$ cat config.mk
export PLATFORM = sky130hd
export DESIGN_NAME = shift_add_mult_ctrl
export DESIGN_NICKNAME = d
export VERILOG_FILES = /design/src/rtl/shift_add_mult_ctrl.sv
export SDC_FILE = /design/constraint.sdc
export NUM_CORES = 1
export LEC_CHECK = 0
export BUFFER_PORTS_ARGS = -buffer_cell sky130_fd_sc_hd__buf_2
export CAP_MARGIN = 20
export CORE_MARGIN = 1.5
export CORE_UTILIZATION = 50
export DETAILED_ROUTE_END_ITERATION = 10
export GPL_ROUTABILITY_DRIVEN = 0
export PLACE_DENSITY = 0.84
export SYNTH_ARGS = -nofsm -noshare
export SYNTH_HDL_FRONTEND = slang
export SYNTH_SLANG_ARGS = --single-unit
$ cat constraint.sdc
create_clock -name clk -period 2.7 [get_ports clk]
set_input_delay 0 -clock clk [delete_from_list [all_inputs] [get_ports clk]]
set_output_delay 0 -clock clk [all_outputs]
set_load 0.05 [all_outputs]
$ cat src/rtl/shift_add_mult_ctrl.sv
// shift_add_mult_ctrl: iterative unsigned shift-and-add multiplier controller.
// Drives an external clock-gated ripple-carry adder (add_a/add_b/add_cin/add_en)
// and consumes its combinational sum/carry to build a 2*WIDTH-bit product,
// one multiplier bit per RUN cycle.
// Optional feature macro: SHIFT_ADD_EARLY_TERM_EN (exit RUN as soon as the
// remaining multiplier bits are all zero).
module shift_add_mult_ctrl #(
  parameter int WIDTH = 8
) (
  input  logic               clk,
  input  logic               rst,
  input  logic               start,
  input  logic [WIDTH-1:0]   multiplicand,
  input  logic [WIDTH-1:0]   multiplier,
  output logic               busy,
  output logic               done,
  output logic [2*WIDTH-1:0] product,
  output logic               add_en,
  output logic [WIDTH-1:0]   add_a,
  output logic [WIDTH-1:0]   add_b,
  output logic               add_cin,
  input  logic [WIDTH-1:0]   add_sum,
  input  logic               add_cout
);

  localparam int            CW   = $clog2(WIDTH + 1);
  localparam logic [CW-1:0] LAST = CW'(WIDTH - 1);

  typedef enum logic [1:0] {
    IDLE = 2'd0,
    RUN  = 2'd1,
    DONE = 2'd2
  } state_t;

  state_t             state, state_nxt;
  logic [WIDTH-1:0]   acc, q, m;
  logic [WIDTH-1:0]   a_hold, b_hold;
  logic [CW-1:0]      cnt;
  logic [2*WIDTH-1:0] shifted;
  logic [2*WIDTH-1:0] final_prod;
  logic               last_step;

  // Status and adder-facing outputs, decoded from state and registers.
  // When the current bit is zero the adder sees its last enabled operands,
  // so its inputs stay quiet while its clock is gated off.
  always_comb begin
    busy    = (state == RUN);
    done    = (state == DONE);
    add_en  = busy & q[0];
    add_a   = add_en ? acc : a_hold;
    add_b   = add_en ? m   : b_hold;
    add_cin = 1'b0;
  end

  // Next {ACC,Q}: take the adder result on a 1 bit, otherwise plain shift.
  always_comb begin
    if (q[0]) shifted = {add_cout, add_sum, q[WIDTH-1:1]};
    else      shifted = {1'b0, acc, q[WIDTH-1:1]};
  end

`ifdef SHIFT_ADD_EARLY_TERM_EN
  logic [WIDTH-1:0] rem_mask;
  logic [CW-1:0]    sh_amt;
  logic             rem_zero;

  // Early exit: after this step the unprocessed multiplier bits are
  // q[WIDTH-1-cnt:1]; upper q bits already hold low product bits, hence
  // the mask. The skipped zero iterations equal a right shift.
  always_comb begin
    rem_mask   = {WIDTH{1'b1}} >> (cnt + CW'(1));
    rem_zero   = ((q >> 1) & rem_mask) == '0;
    sh_amt     = LAST - cnt;
    last_step  = rem_zero | (cnt == LAST);
    final_prod = shifted >> sh_amt;
  end
`else
  // Fixed-length run: finish on the last multiplier bit.
  always_comb begin
    last_step  = (cnt == LAST);
    final_prod = shifted;
  end
`endif

  // State register.
  always_ff @(posedge clk or negedge rst) begin
    if (!rst) state <= IDLE;
    else      state <= state_nxt;
  end

  // Next-state logic: IDLE -> RUN -> DONE -> IDLE; start ignored outside IDLE.
  always_comb begin
    state_nxt = state;
    case (state)
      IDLE:    if (start) state_nxt = RUN;
      RUN:     if (last_step) state_nxt = DONE;
      DONE:    state_nxt = IDLE;
      default: state_nxt = IDLE;
    endcase
  end

  // Datapath: operand capture, shift/accumulate, product load.
  always_ff @(posedge clk or negedge rst) begin
    if (!rst) begin
      acc     <= '0;
      q       <= '0;
      m       <= '0;
      cnt     <= '0;
      product <= '0;
    end else begin
      case (state)
        IDLE: begin
          if (start) begin
            m   <= multiplicand;
            q   <= multiplier;
            acc <= '0;
            cnt <= '0;
          end
        end
        RUN: begin
          {acc, q} <= shifted;
          cnt      <= cnt + CW'(1);
          if (last_step) product <= final_prod;
        end
        default: ;
      endcase
    end
  end

  // Registered copies of the last operands actually presented to the adder.
  always_ff @(posedge clk or negedge rst) begin
    if (!rst) begin
      a_hold <= '0;
      b_hold <= '0;
    end else if (add_en) begin
      a_hold <= acc;
      b_hold <= m;
    end
  end

endmodule

Yosys cells after proc, flatten, opt, wreduce, memory -nomap -nowiden
Cells that the tools add are included.
{ "word_totals": {"elab_cells": 33, "out_inout_bits": 36, "input_bits": 28, "regBits": 62} }
{ "classes": {"reduce_logical": 6, "bitwise_logic": 1, "n_eq_ne": 5, "mux": 12, "n_addsub": 1} }
{ "ops": {"columns": ["op", "n"], "rows": [
  ["two-way mux 8 bit", 4],
  ["one-hot mux 8 bit (2 select lines)", 2],
  ["two-way mux 16 bit", 1],
  ["one-hot mux 4 bit (2 select lines)", 1],
  ["AND reduction 2 bit", 4],
  ["adder 4 x 1 -> 4 bit, second input constant", 1],
  ["== test 4 x 3 -> 1 bit, second input constant", 1],
  ["two-way mux 2 bit", 2],
  ["two-way mux 4 bit", 1],
  ["one-hot mux 2 bit (2 select lines)", 1],
  ["== test 2 x 1 -> 1 bit, second input constant", 1],
  ["== test 2 bit, second input constant", 1],
  ["logical NOT 2 bit", 1],
  ["!= test 2 x 1 -> 1 bit, second input constant", 1],
  ["!= test 2 bit, second input constant", 1],
  ["nonzero test 2 bit", 1],
  ["bitwise AND 1 bit", 1]
]} }

Logic depth before layout (Yosys ltp)
{ "depth": {"ltp_word": 3, "depth_mapped": 5, "depth_no_buf": 4} }

Worst setup path before layout
No wires, ideal clock.
{ "synth_path": {"path_kind": "register to register", "start": "register state[1]", "end": "register a_hold[0]", "arrival_ns": 1.584, "t_required_ns": 2.525, "setup_ns": 0.175, "path_buffers": 1, "path_stages_with_launch": 6, "slack_ns": 0.942, "synth_period_minus_slack_ns": 1.758, "cell_sequence": "dfrtp_1 > nand2b_4 > inv_2 > nand2_2 > buf_2 > mux2_2"} }
{ "synth_via": {"elab_chain_cells": 3} }
{ "synth_rtl": {"columns": ["element", "line_no", "source"], "rows": [
  ["from (decl)", "35", "state_t state, state_nxt;"],
  ["from (signal assigned)", "87", "else state <= state_nxt;"],
  ["== test 2 x 1 -> 1 bit", "47", "busy = (state == RUN);"],
  ["net busy", "15", "output logic busy,"],
  ["bitwise AND 1 bit", "49", "add_en = busy & q[0];"],
  ["two-way mux 8 bit", null, null],
  ["net add_a[0]", "19", "output logic [WIDTH-1:0] add_a,"],
  ["to (signal assigned)", "132", "a_hold <= '0;"],
  ["to (signal assigned)", "135", "a_hold <= acc;"],
  ["to (decl)", "37", "logic [WIDTH-1:0] a_hold, b_hold;"]
]} }
The timed path passes the listed nets, and every way through them passes these cells.
A chain may end at the register's enable or synchronous reset.

Final worst setup path
{ "layout_path": {"start": "register state[1]", "end": "output port add_b[5]"} }
{ "layout_via": {"elab_chain_cells": 3} }
{ "layout_rtl": {"columns": ["element", "line_no", "source"], "rows": [
  ["== test 2 x 1 -> 1 bit", "47", null],
  ["bitwise AND 1 bit", "49", null],
  ["two-way mux 8 bit", null, null],
  ["to (decl)", "20", "output logic [WIDTH-1:0] add_b,"]
]} }
No other way between the ends.

==> impl_metrics.toml <==
[synthesis]
yosysTopAreaCellShare_pct = 60.9
avgSynthCellArea_um2 = 13.0
syn_inst = 196
ys_types = 31
yosys.area.top_type = "dfrtp_1"
async_flop_share_pct = 100
synth_edf_count = 0
syn-num-nets = 225
ys_ff_latch = 62
ys.flop_type = "dfrtp_1"
netlist_area_um2 = 2550
synth_area_leaders = "dfrtp_1 (61%), mux2_2 (14%), mux2i_1 (6.3%), o21ai_0 (3.7%), nand2_1 (3.1%)"
yosys_warnings = 0
ys_seq_area_share_pct = 60.9

[setup_path]
critPathMaxStageDelay_ps = 550
r2r_start = "state[0]"
arrival_ps = 2260
crit_chain = "nand2b_4, inv_2, nand2_2, mux2_2, buf_2"
required_ps = 2700
critical_path_class = "reg2out"
crit_path_start_kind = "flop"
critPathSlowestCell = "dfrtp_1"
r2r_cells = 4
crit-reg2reg-capture = "product[15]"
path_max_fanout = 17
r2r_setup_slack_ps = 740
endpoint_kind = "output pin"

[timing]
tns_ps = 0
setup_viol = 0
final_hold_viol_count = 0
max_freq_mhz = 443
tightest_slew_ps = 625
final_max_slew_viol_count = 0
rsz0062_at_grt = "false"
skew_ps = 7.67
finalCritPeriodShare_pct = 83.6
min_period_ps = 2260
maxSlewHeadroom_pct = 58.4

[floorplan]
die_y_um = 74.4
dieArea_um2 = 5530
top_level_ports = 64
rows = 25
start_util_pct = 52.9
die_w_um = 74.4
coreArea_um2 = 4820

[grt]
grt_pass1_vias = 1902
antenna_found_initial = 0
grt_pass1_wl_um = 8750
grt_usage_pct = 22.2
grt_max_degree = 30
grt_overflow = 0

[hold_path]
hold-path-endpoint = "acc[7]"
hold_depth = 3
hold_class = "in2reg"
min_from = "add_cout"

[drt]
wirelength_um = 5220
post_drt_wl_per_cell_um = 14.7
post-route-drc-count = 0
via_count = 1795
drt_iter0_drc = 93
viasPerCell = 5.06
drtAntennaViolNets = 0
dr.pass1.iters = 4

[finish]
drive_above_1_share_pct = 41.0
nNetsFinal = 312
diodes = 0
final_cell_mix = "dfrtp_1 (62), buf_2 (62), mux2_2 (31), nand2_1 (21)"
area_delta_synth_final_pct = 29.9

[clocking]
h-tree-depth = 3
numCtsBuffers = 9
cts.clk_slew.worst_paths_ps = 60
clock-sinks = 62
root_buffer = "clkbuf_8"
cts_resized = 0
cts_tree = "yes"
clk-insertion-delay-late_ps = 340
cts_max_path_buffers = 2

[place]
hpwlAfterDp_um = 3550
io_buffer_count = 62

[job]
drv_cap = 0

[status]
status = "completed"
## registers in the layout, indices dropped and copies added, names as in the netlist
register and flops:
acc 8, product 16, cnt 4, b_hold 8, state 2, m 8, q 8, a_hold 8
## through the flow
stage               util, %  setup slack (ps)  hold slack (ps)  std cells  cell area (um2)
floorplan                 -               942             -296        196             2550
finish                 68.7               442             11.0        355             3310
detailed placement     60.6               763            -67.3        320             2920
global route           68.7               249             15.8        355             3310
global placement       60.6               820            -73.0        320             2920
CTS                    68.7               408             5.62        355             3310
## what timing repair did
| action | in CTS | in global routing |
|---|---|---|
| hold endpoints to repair | 55 | 0 |
| setup buffers | 0 | 0 |
| hold buffers | 19 | 0 |
## final cells by class
type	count	area, um2
multi-input cells	113	895
repair buffers	86	538
inverters	11	41.3
clock buffers	12	155
fillers	370	1510
clock inverters	4	45.0
well taps	67	83.8
flip-flops and latches	62	1550
## worst max path at each step
stage | startpoint | endpoint | slack [ps] | cells after the start
after global placement | state[0] | product[4] | 820 | 4
final | state[1] | add_b[5] | 440 | 5
after global routing | state[1] | add_b[1] | 250 | 5
after floorplan | state[1] | a_hold[0] | 940 | 5
after CTS | state[1] | add_a[7] | 410 | 5
after detailed placement | state[0] | product[6] | 760 | 4
## kinds of logic (layout without fill, tap and decap cells)
family	count (synthesis)	after routing	share of synthesized area, %
other cells	1	1	0.147
compound gates	30	30	7.02
xor+xnor	1	1	0.344
buf+inv	21	113	3.98
fa+ha+maj	1	1	0.491
mux	48	48	20.4
flops	62	62	60.9
simple gates	32	32	6.68
## synth_stat cells (2+ instances only)
master,count
dfrtp_1,62
buf_6,2
clkbuf_1,4
buf_2,2
inv_1,10
a22oi_1,7
o21ai_0,19
nand2_1,21
mux2_2,31
nor2b_1,2
mux2i_1,16
## worst max-delay path: cells and delay by family, from the launching register on
family | cells | cell delay (ps)
buffers and inverters | 2 | 320
flip-flops | 1 | 550
multiplexers | 1 | 400
AND/OR/NAND/NOR | 2 | 640
## layer usage
layer | routed length (um) | track usage [%] | share of wire, %
met1 | 2200 | 26.4 | 42
met2 | 2640 | 34.7 | 51
met3 | 288 | 9.21 | 5.5
met5 | 0 | 0 | 0
met4 | 94 | 11.7 | 1.8
Power is not shown: default switching activity piles up to over one toggle a cycle in this logic, so the estimate is an artifact.
